===== src/rtl/puf_key_accumulator_if.sv =====
// rtl/puf_key_accumulator_if.sv - key request/response and PUF drive signals; PUF_UNSTABLE_FLAG_EN adds stability flags
interface puf_key_accumulator_if;
    logic         start;
    logic [0:15]  seed;
    logic [0:15]  puf_resp;
    logic [0:15]  puf_challenge;
    logic         puf_rst;
    logic         busy;
    logic         key_valid;
    logic [0:127] key;
`ifdef PUF_UNSTABLE_FLAG_EN
    logic [0:127] unstable_mask;
    logic [7:0]   unstable_cnt;
`endif

    modport slave (
        input  start, seed, puf_resp,
        output puf_challenge, puf_rst, busy, key_valid, key
`ifdef PUF_UNSTABLE_FLAG_EN
        , output unstable_mask, unstable_cnt
`endif
    );

    modport master (
        output start, seed, puf_resp,
        input  puf_challenge, puf_rst, busy, key_valid, key
`ifdef PUF_UNSTABLE_FLAG_EN
        , input unstable_mask, unstable_cnt
`endif
    );
endinterface


===== src/rtl/puf_key_accumulator.sv =====
// rtl/puf_key_accumulator.sv - PUF challenge sequencer with per-bit majority vote building a 128-bit key
// Optional PUF_UNSTABLE_FLAG_EN reports bits whose votes were not unanimous.
module puf_key_accumulator #(
    parameter int SETTLE_CYCLES = 64,
    parameter int NUM_SAMPLES   = 5
) (
    input logic                  clk,
    input logic                  Reset,
    puf_key_accumulator_if.slave bus
);
    localparam int SW = (SETTLE_CYCLES > 1) ? $clog2(SETTLE_CYCLES) : 1;
    localparam logic [SW-1:0] SETTLE_LAST = SW'(SETTLE_CYCLES - 1);
    localparam logic [3:0]    SAMPLE_LAST = 4'(NUM_SAMPLES - 1);
    localparam logic [3:0]    HALF        = 4'(NUM_SAMPLES / 2);

    typedef enum logic [2:0] {IDLE, PRST, SETTLE, CAP, VOTE} state_t;

    state_t        state, state_next;
    logic [SW-1:0] settle_cnt;
    logic [3:0]    sample_cnt;
    logic [2:0]    word_idx;
    logic [2:0]    word_next;
    logic [0:15]   seed_q;
    logic [0:15]   challenge_next;
    logic [0:15]   word_bits;
    logic [3:0]    votes [16];

`ifdef PUF_UNSTABLE_FLAG_EN
    localparam logic [3:0] ALL = 4'(NUM_SAMPLES);
    logic [0:15] flaky;
    logic [4:0]  flaky_cnt;
`endif

    always_comb begin
        state_next = state;
        case (state)
            IDLE:    if (bus.start) state_next = PRST;
            PRST:    state_next = SETTLE;
            SETTLE:  if (settle_cnt == SETTLE_LAST) state_next = CAP;
            CAP:     state_next = (sample_cnt == SAMPLE_LAST) ? VOTE : PRST;
            VOTE:    state_next = (word_idx == 3'd7) ? IDLE : PRST;
            default: state_next = IDLE;
        endcase

        // The challenge is loaded on entry to PRST, so use the word index that PRST will see.
        word_next      = (state == VOTE) ? word_idx + 3'd1 : word_idx;
        challenge_next = (state == IDLE) ? bus.seed : (seed_q ^ {4{1'b0, word_next}});

        word_bits = '0;
        for (int i = 0; i < 16; i++) word_bits[i] = (votes[i] > HALF);

`ifdef PUF_UNSTABLE_FLAG_EN
        flaky     = '0;
        flaky_cnt = '0;
        for (int i = 0; i < 16; i++) begin
            flaky[i]  = (votes[i] != 4'd0) && (votes[i] != ALL);
            flaky_cnt = flaky_cnt + 5'(flaky[i]);
        end
`endif
    end

    always_ff @(posedge clk or negedge Reset) begin
        if (!Reset) begin
            state             <= IDLE;
            settle_cnt        <= '0;
            sample_cnt        <= '0;
            word_idx          <= '0;
            seed_q            <= '0;
            for (int i = 0; i < 16; i++) votes[i] <= '0;
            bus.puf_challenge <= '0;
            bus.puf_rst       <= 1'b1;
            bus.busy          <= 1'b0;
            bus.key_valid     <= 1'b0;
            bus.key           <= '0;
`ifdef PUF_UNSTABLE_FLAG_EN
            bus.unstable_mask <= '0;
            bus.unstable_cnt  <= '0;
`endif
        end else begin
            state       <= state_next;
            bus.puf_rst <= (state_next == IDLE) || (state_next == PRST);
            bus.busy    <= (state_next != IDLE);
            if (state_next == PRST) bus.puf_challenge <= challenge_next;

            case (state)
                IDLE: if (bus.start) begin
                    seed_q        <= bus.seed;
                    word_idx      <= '0;
                    bus.key_valid <= 1'b0;
`ifdef PUF_UNSTABLE_FLAG_EN
                    bus.unstable_mask <= '0;
                    bus.unstable_cnt  <= '0;
`endif
                end
                SETTLE: settle_cnt <= (settle_cnt == SETTLE_LAST) ? '0 : settle_cnt + 1'b1;
                CAP: begin
                    for (int i = 0; i < 16; i++) votes[i] <= votes[i] + {3'b000, bus.puf_resp[i]};
                    sample_cnt <= sample_cnt + 4'd1;
                end
                VOTE: begin
                    bus.key[{word_idx, 4'b0000} +: 16] <= word_bits;
`ifdef PUF_UNSTABLE_FLAG_EN
                    bus.unstable_mask[{word_idx, 4'b0000} +: 16] <= flaky;
                    bus.unstable_cnt <= bus.unstable_cnt + {3'b000, flaky_cnt};
`endif
                    for (int i = 0; i < 16; i++) votes[i] <= '0;
                    sample_cnt <= '0;
                    if (word_idx == 3'd7) bus.key_valid <= 1'b1;
                    else                  word_idx      <= word_idx + 3'd1;
                end
                default: ;
            endcase
        end
    end
endmodule


===== src/flat_wrapper.sv =====
// flat-port wrapper written by rule: the top's interface ports become plain ports
module puf_key_accumulator_flat 
#(
    parameter int SETTLE_CYCLES = 64,
    parameter int NUM_SAMPLES   = 5
)
  (clk, Reset, bus_start, bus_seed, bus_puf_resp, bus_puf_challenge, bus_puf_rst, bus_busy, bus_key_valid, bus_key);
  puf_key_accumulator_if bus_i ();
  input logic clk;
  input logic Reset;
  input wire logic [$bits(bus_i.start)-1:0] bus_start;
  input wire logic [$bits(bus_i.seed)-1:0] bus_seed;
  input wire logic [$bits(bus_i.puf_resp)-1:0] bus_puf_resp;
  output wire logic [$bits(bus_i.puf_challenge)-1:0] bus_puf_challenge;
  output wire logic [$bits(bus_i.puf_rst)-1:0] bus_puf_rst;
  output wire logic [$bits(bus_i.busy)-1:0] bus_busy;
  output wire logic [$bits(bus_i.key_valid)-1:0] bus_key_valid;
  output wire logic [$bits(bus_i.key)-1:0] bus_key;
  assign bus_i.start = bus_start;
  assign bus_i.seed = bus_seed;
  assign bus_i.puf_resp = bus_puf_resp;
  assign bus_puf_challenge = bus_i.puf_challenge;
  assign bus_puf_rst = bus_i.puf_rst;
  assign bus_busy = bus_i.busy;
  assign bus_key_valid = bus_i.key_valid;
  assign bus_key = bus_i.key;
  puf_key_accumulator #(.SETTLE_CYCLES(SETTLE_CYCLES), .NUM_SAMPLES(NUM_SAMPLES)) u_core (.clk(clk), .Reset(Reset), .bus(bus_i));
endmodule

===== config.mk =====
export PLATFORM = sky130hd
export DESIGN_NAME = puf_key_accumulator_flat
export DESIGN_NICKNAME = d
export VERILOG_FILES = /design/src/rtl/puf_key_accumulator_if.sv /design/src/rtl/puf_key_accumulator.sv /design/src/flat_wrapper.sv
export SDC_FILE = /design/constraint.sdc
export NUM_CORES = 1
export LEC_CHECK = 0
export CAP_MARGIN = 20
export CORE_ASPECT_RATIO = 1.4
export CORE_UTILIZATION = 35
export CTS_CLUSTER_SIZE = 8
export DETAILED_ROUTE_END_ITERATION = 10
export GPL_TIMING_DRIVEN = 0
export PLACE_DENSITY_LB_ADDON = 0.08
export SETUP_SLACK_MARGIN = 0.02
export SLEW_MARGIN = 5
export SYNTH_ARGS = -nofsm -noshare
export SYNTH_HDL_FRONTEND = slang
export SYNTH_SLANG_ARGS = --single-unit

===== constraint.sdc =====
create_clock -name clk -period 2.6 [get_ports clk]
set_input_delay 0.39 -clock clk [delete_from_list [all_inputs] [get_ports clk]]
set_output_delay 0.39 -clock clk [all_outputs]
set_load 0.03 [all_outputs]

==> results of run 1 <==
==> flip-flops by register name (all words and copies together) (netlist names) <==
name	count
u_core.bus.key_valid	1
u_core.bus.puf_challenge	16
u_core.settle_cnt	6
u_core.bus.busy	1
u_core.bus.puf_rst	1
u_core.sample_cnt	4
u_core.word_idx	3
u_core.votes	64
u_core.state	3
u_core.bus.key	128
u_core.seed_q	16
==> kinds of logic after synthesis <==
kind of cell             synth area share
flip-flops                          0.571
AND/OR/NAND/NOR                    0.0927
multiplexers                        0.141
AO/OA/AOI/OAI                      0.0755
XOR/XNOR                           0.0469
buffers and inverters              0.0241
adder cells (fa/ha/maj)            0.0493
==> power breakdown <==
part           switching (W)  total, W  internal (W)
logic              0.0000912  0.000150     0.0000590
clock network        0.00158   0.00410       0.00252
registers                  0   0.00379       0.00379
==> final timing paths <==
check / slack (ps) / cells past startpoint / endpoint
worst min register to register: 470 / 2 / u_core.bus.key[49]$_DFFE_PN0P_
worst max-delay path: 340 / 8 / u_core.bus.puf_challenge[7]$_DFFE_PN0N_
max in group asynchronous: 870 / 4 / u_core.settle_cnt[4]$_DFFE_PN0P_
min in group clk: 470 / 2 / u_core.bus.key[49]$_DFFE_PN0P_
worst max register to register: 340 / 8 / u_core.bus.puf_challenge[7]$_DFFE_PN0N_
worst min-delay path: 440 / 2 / u_core.bus.key[82]$_DFFE_PN0P_
==> layout by cell type (no fill, tap or decap), types with 2 or more instances in the layout <==
cell type and n:
nand3b_1 8, nand3_2 4, nor2b_1 2, nand2_1 79, o211ai_1 8, clkbuf_1 17
o31ai_1 20, a22o_1 33, ha_1 42, buf_16 2, xnor2_1 15, nor2_1 85
nand4_1 19, buf_2 32, o21ai_4 2, clkdlybuf4s50_1 180, a21oi_1 2, mux2_2 100
o21ai_0 27, dfrtp_1 242, mux2_1 33, clkbuf_16 37, a211oi_2 4, buf_8 2
nand2_4 3, nor2_2 2, a211oi_1 12, nand3_1 4, inv_1 6, xor2_1 42
buf_6 4, buf_4 2
==> through the flow <==
| stage | hold slack (ps) | area (µm²) | instances | TNS, ps | utilization |
|---|---|---|---|---|---|
| floorplan | 94.4 | 10700 | 850 | 0 | - |
| global placement | 460 | 12900 | 1416 | -2415090 | 0.432 |
| detailed placement | 395 | 13100 | 1428 | -1400 | 0.437 |
| CTS | 452 | 14000 | 1472 | 0 | 0.469 |
| global route | 500 | 14000 | 1471 | 0 | 0.469 |
| finish | 439 | 14000 | 1471 | 0 | 0.469 |
==> cell type report <==
cell class	instances	area, µm²
well taps	385	482
inverters	7	26.3
repair buffers	194	1930
multi-input cells	557	4330
fillers	2784	15900
flip-flops and latches	243	6080
clock buffers	43	948
plain buffers	41	228
clock inverters	1	7.51
==> per-layer routing <==
layer  global-route usage  vias up  wire [µm]
met5                    0        -          0
met4               0.0542        0        588
met3               0.0509       43       1910
met2                0.322      167      14300
met1                0.227     3556      11500
li1                     -     3440          -
==> worst max-delay path: cells and delay by family (launching register included) <==
kind / cells / cell delay, ps
and+or+nand+nor: 2 / 310
xor gates and xnor gates: 1 / 200
DFF: 1 / 460
adders and majority gates: 1 / 370
buffers and inverters: 2 / 400
muxes: 1 / 300
AOI/OAI and AO/OA: 1 / 90
==> timing repair <==
action	CTS	global route
buffers inserted	0	0
hold endpoints to repair	67	0
pin swaps	0	0
endpoints found under the setup margin	4	4
hold buffers	1	0
gates resized for setup	2	1
==> impl_metrics.toml, run 1 <==
[cts]
cts_tree = "yes"
clkLatencyLatePin_ps = 510
h-tree-depth = 2
path_clk_slew_ps = 50
cts_num_sinks = 243
cts-root-buf = "clkbuf_16"
cts.path.max_buffers = 3
numCtsBuffers = 36

[synthesis]
synth_common_cells = "dfrtp_1 (242), mux2_2 (100), nor2_1 (85)"
synthesis.area_um2 = 10700
ys.flop_type = "dfrtp_1"
yosysTopAreaCell = "dfrtp_1"
synth_most_common_cell = "dfrtp_1"
synth_edf_count = 0
synth_cells = 850
synth.distinct_cells = 41
ys_warn_count = 0
synth_top_area_frac = 0.568
ys_async_sr_fraction = 1.00
ys_seq_area_frac = 0.571
syn_nets = 927
synth_area_leaders = "dfrtp_1 (57%), mux2_2 (11%), ha_1 (4.9%)"
ys_seq_elements = 243
synth.avg_cell_area_um2 = 12.5

[floorplanning]
start_util = 0.356
fp-row-count = 75
fp.dieW_um = 149
ios = 182
die-area_um2 = 31100
core_um2 = 29900
die_h_um = 208

[worst_setup_path]
crit_arrival_ps = 2650
slowest_stage = "dfrtp_1"
critPathKind = "register to register"
r2r_start = "u_core.state[1]$_DFF_PN0_"
worst_setup_path_start_kind = "register"
critical_path_required_ps = 2990
crit_start = "u_core.state[1]$_DFF_PN0_"
cp_slowest_stage_delay_ps = 460
cp-end-kind = "register"
path_cells = "nor2_2 -> nand2_1 -> inv_2 -> buf_8 -> ha_1 -> xor2_1 -> o21ai_0 -> mux2_1"
crit_fanout = 28

[timing]
slew_headroom = 0.281
rsz0062_at_grt = "no"
finalClockSkew_ps = 13.6
fin_crit_ps = 2260
clock.fmax_ghz = 0.442
worst_slack_ps = 337
setup_viol = 0
period_share = 0.870
hold_violations = 0
finalMaxSlewViolations = 0
tightest_slew_ps = 1070

[layout]
layout-drive-gt1-share = 0.185
area_delta_synth_final_pct = 31.8
nets = 1157
antenna_cells = 0

[power]
powerDensity_nw_per_um2 = 573
p_leak_nw = 6.56
finalPower_w = 0.00804
ir_drop_mv = 0.322

[hold_path]
hold_class = "primary input to async pin"

[place]
buffer_ports.inserted = 181
post-place-ws_ps = -381
gp_congestion = 0.750
hpwlAfterDp_mm = 20.3

[global_route]
grt_first_pass_wirelength_mm = 44.1
grt_max_degree = 92
grt_usage = 0.188
overflow = 0
grt_pass1_vias = 7480
antenna_found_initial = 0

[route]
drt-pass1-iter-count = 4
detail-route-antenna-nets = 0
num_vias = 7206
wirelength_mm = 28.3
drc = 0
drt_iter0_markers = 176
via_per_inst = 4.90
post_drt_wl_per_cell_um = 19.2

[status]
status = "finished clean"

[job]
cap_violations = 0
(Power assumes the default switching activity.)
==> run 2: changes to the inputs <==
--- a/config.mk
+++ b/config.mk
@@ -5,8 +5,10 @@
 export SDC_FILE = /design/constraint.sdc
 export NUM_CORES = 1
 export LEC_CHECK = 0
+export ABC_CLOCK_PERIOD_IN_PS = 2600
 export CAP_MARGIN = 20
 export CORE_ASPECT_RATIO = 1.4
+export CORE_MARGIN = 2
 export CORE_UTILIZATION = 35
 export CTS_CLUSTER_SIZE = 8
 export DETAILED_ROUTE_END_ITERATION = 10
==> run 2 against run 1 <==
Compared with the run above:
- via count is 0.80% higher
- die area is 2.3% higher
- largest power group unchanged
- final cell count stayed put
- sequential share of layout area is 0.16 points lower
- worst hold slack better by 34 ps
- setup slack worse by 42 ps
- highest routed layer unchanged
- design area is 0.37% higher
- maximum frequency is 1.8% lower
==> impl_metrics.toml, run 2 (synthesis results as in run 1) <==
[global_route]
grt_usage = 0.184
antenna_found_initial = 0
met1_usage = 0.224
grt_pass1_vias = 7645
grt_first_pass_wirelength_mm = 44.7
grt_most_used_layer = "met2"
grtUsageMet3 = 0.0528
grt_max_degree = 89
grt.met2_usage = 0.317
overflow = 0

[layout]
layoutNonFillerInstCount = 1471
final_common_cell = "dfrtp_1"
nFillCells = 2744
area_delta_synth_final_pct = 32.3
fin_area_um2 = 14100
nets = 1155
antenna_cells = 0
largest_reg_flops = 128
multi_input_area_um2 = 4330
regMostFlops = "u_core.bus.key"
layout-drive-gt1-share = 0.185
seq_area_um2 = 6080
reg.largest.list = "u_core.bus.key: 128 flops, u_core.votes: 64 flops"
final_cell_mix = "dfrtp_1 (242), clkdlybuf4s50_1 (180), mux2_2 (100), nor2_1 (85), nand2_1 (79)"

[cts]
cts.path.max_buffers = 3
cts_tree = "yes"
cts_setup_buffers = 0
clkLatencyLatePin_ps = 510
numCtsBuffers = 36
path_clk_slew_ps = 50
h-tree-depth = 2
cts_num_sinks = 243
cts-root-buf = "clkbuf_16"

[route]
post_drt_wl_per_cell_um = 19.5
drc = 0
num_vias = 7264
drt_iter0_markers = 306
via_per_inst = 4.94
drt-pass1-iter-count = 4
detail-route-antenna-nets = 0
wirelength_mm = 28.6

[place]
gp_congestion = 0.759
place_area_um2 = 13100
dp.cells = 1426
buffer_ports.inserted = 181
hpwlAfterDp_mm = 20.5

[timing]
finalClockSkew_ps = 12.3
fin_crit_ps = 2300
setup_viol = 0
tightest_slew_ps = 1050
holdWs_ps = 473
period_share = 0.886
hold_violations = 0
slew_headroom = 0.297
finalMaxSlewViolations = 0
clock.fmax_ghz = 0.434
rsz0062_at_grt = "no"

[worst_setup_path]
critical_path_required_ps = 2990
crit_fanout = 28
crit_arrival_ps = 2690
critPathKind = "register to register"
cp-end-kind = "register"
slowest_stage = "dfrtp_1"
path_cells = "nor2_2 -> nand2_1 -> inv_2 -> buf_6 -> ha_1 -> xor2_1 -> o21ai_0 -> mux2_1"
worst_setup_path_start_kind = "register"
cp_slowest_stage_delay_ps = 450

[floorplanning]
fp.dieW_um = 151
fp-row-count = 75
die-area_um2 = 31900
core_um2 = 29900
start_util = 0.356
die_h_um = 210
ios = 182

[power]
p_leak_nw = 6.59
powerDensity_nw_per_um2 = 586
ir_drop_mv = 0.394

[hold_path]
hold_class = "register to register"

[job]
cap_violations = 0

[status]
status = "finished clean"
run 2: cell types whose count changed in the layout (fill, tap and decap cells not counted):
cell,before,now
buf_2,32,29
buf_4,2,3
buf_6,4,5
buf_8,2,1
bufinv_16,0,1
clkbuf_16,37,38
clkinv_8,0,1
clkinvlp_4,1,0
run 2: area by class of cell:
cell class              instances  share of cell area
plain buffers                  41              0.0159
clock buffers                  44              0.0691
clock inverters                 2             0.00328
inverters                       7             0.00186
multi-input cells             557               0.308
flip-flops and latches        243               0.432
well taps                     385              0.0342
repair buffers                192               0.137
run 2: worst max-delay path: cells and delay by family (launching register included):
| family | cells | cell delay, ps |
|---|---|---|
| compound gates | 1 | 80 |
| xor+xnor | 1 | 190 |
| fa+ha+maj | 1 | 380 |
| buf+inv | 2 | 430 |
| flops | 1 | 450 |
| mux | 1 | 310 |
| simple gates | 2 | 320 |
run 2: where the power goes:
part | switching [W] | internal [W]
clock | 0.00162 | 0.00269
combinational | 0.0000917 | 0.0000591
sequential | 0 | 0.00379
total | 0.00171 | 0.00654
run 2: per-layer routing:
layer / part of all wire / routed length, µm
met1: 0.42 / 11900
met2: 0.50 / 14400
met3: 0.063 / 1800
met4: 0.019 / 545
met5: 0 / 0
run 2: final timing paths:
| kind | from | end | slack (ps) | depth (start not counted) |
|---|---|---|---|---|
| worst max-delay path | u_core.state[1]$_DFF_PN0_ | u_core.bus.puf_challenge[7]$_DFFE_PN0N_ | 300 | 8 |
| worst min-delay path | u_core.bus.key[49]$_DFFE_PN0P_ | u_core.bus.key[49]$_DFFE_PN0P_ | 470 | 2 |
| worst max register to register | u_core.state[1]$_DFF_PN0_ | u_core.bus.puf_challenge[7]$_DFFE_PN0N_ | 300 | 8 |
| worst min register to register | u_core.bus.key[49]$_DFFE_PN0P_ | u_core.bus.key[49]$_DFFE_PN0P_ | 470 | 2 |
| max in group asynchronous | Reset | u_core.bus.key[1]$_DFFE_PN0P_ | 880 | 4 |
| min in group asynchronous | Reset | u_core.settle_cnt[4]$_DFFE_PN0P_ | 500 | 2 |
run 2: stage by stage:
step           setup WS, ps  power, W  utilization  TNS [ps]
3_5_place_dp           -370   0.00401        0.437     -1400
5_1_grt                 100   0.00858        0.471         0
2_1_floorplan           359   0.00386            -         0
4_1_cts                53.2   0.00840        0.471         0
6_report                295   0.00826        0.471         0
3_3_place_gp         -10070   0.00400        0.432  -2437520
run 2: timing repair:
item                                    4_1_cts  5_1_grt
hold endpoints to repair                     86        0
gates resized for setup                       2        0
pin swaps                                     0        0
endpoints found under the setup margin        4        4
hold buffers                                  1        0
gates cloned                                  0        0
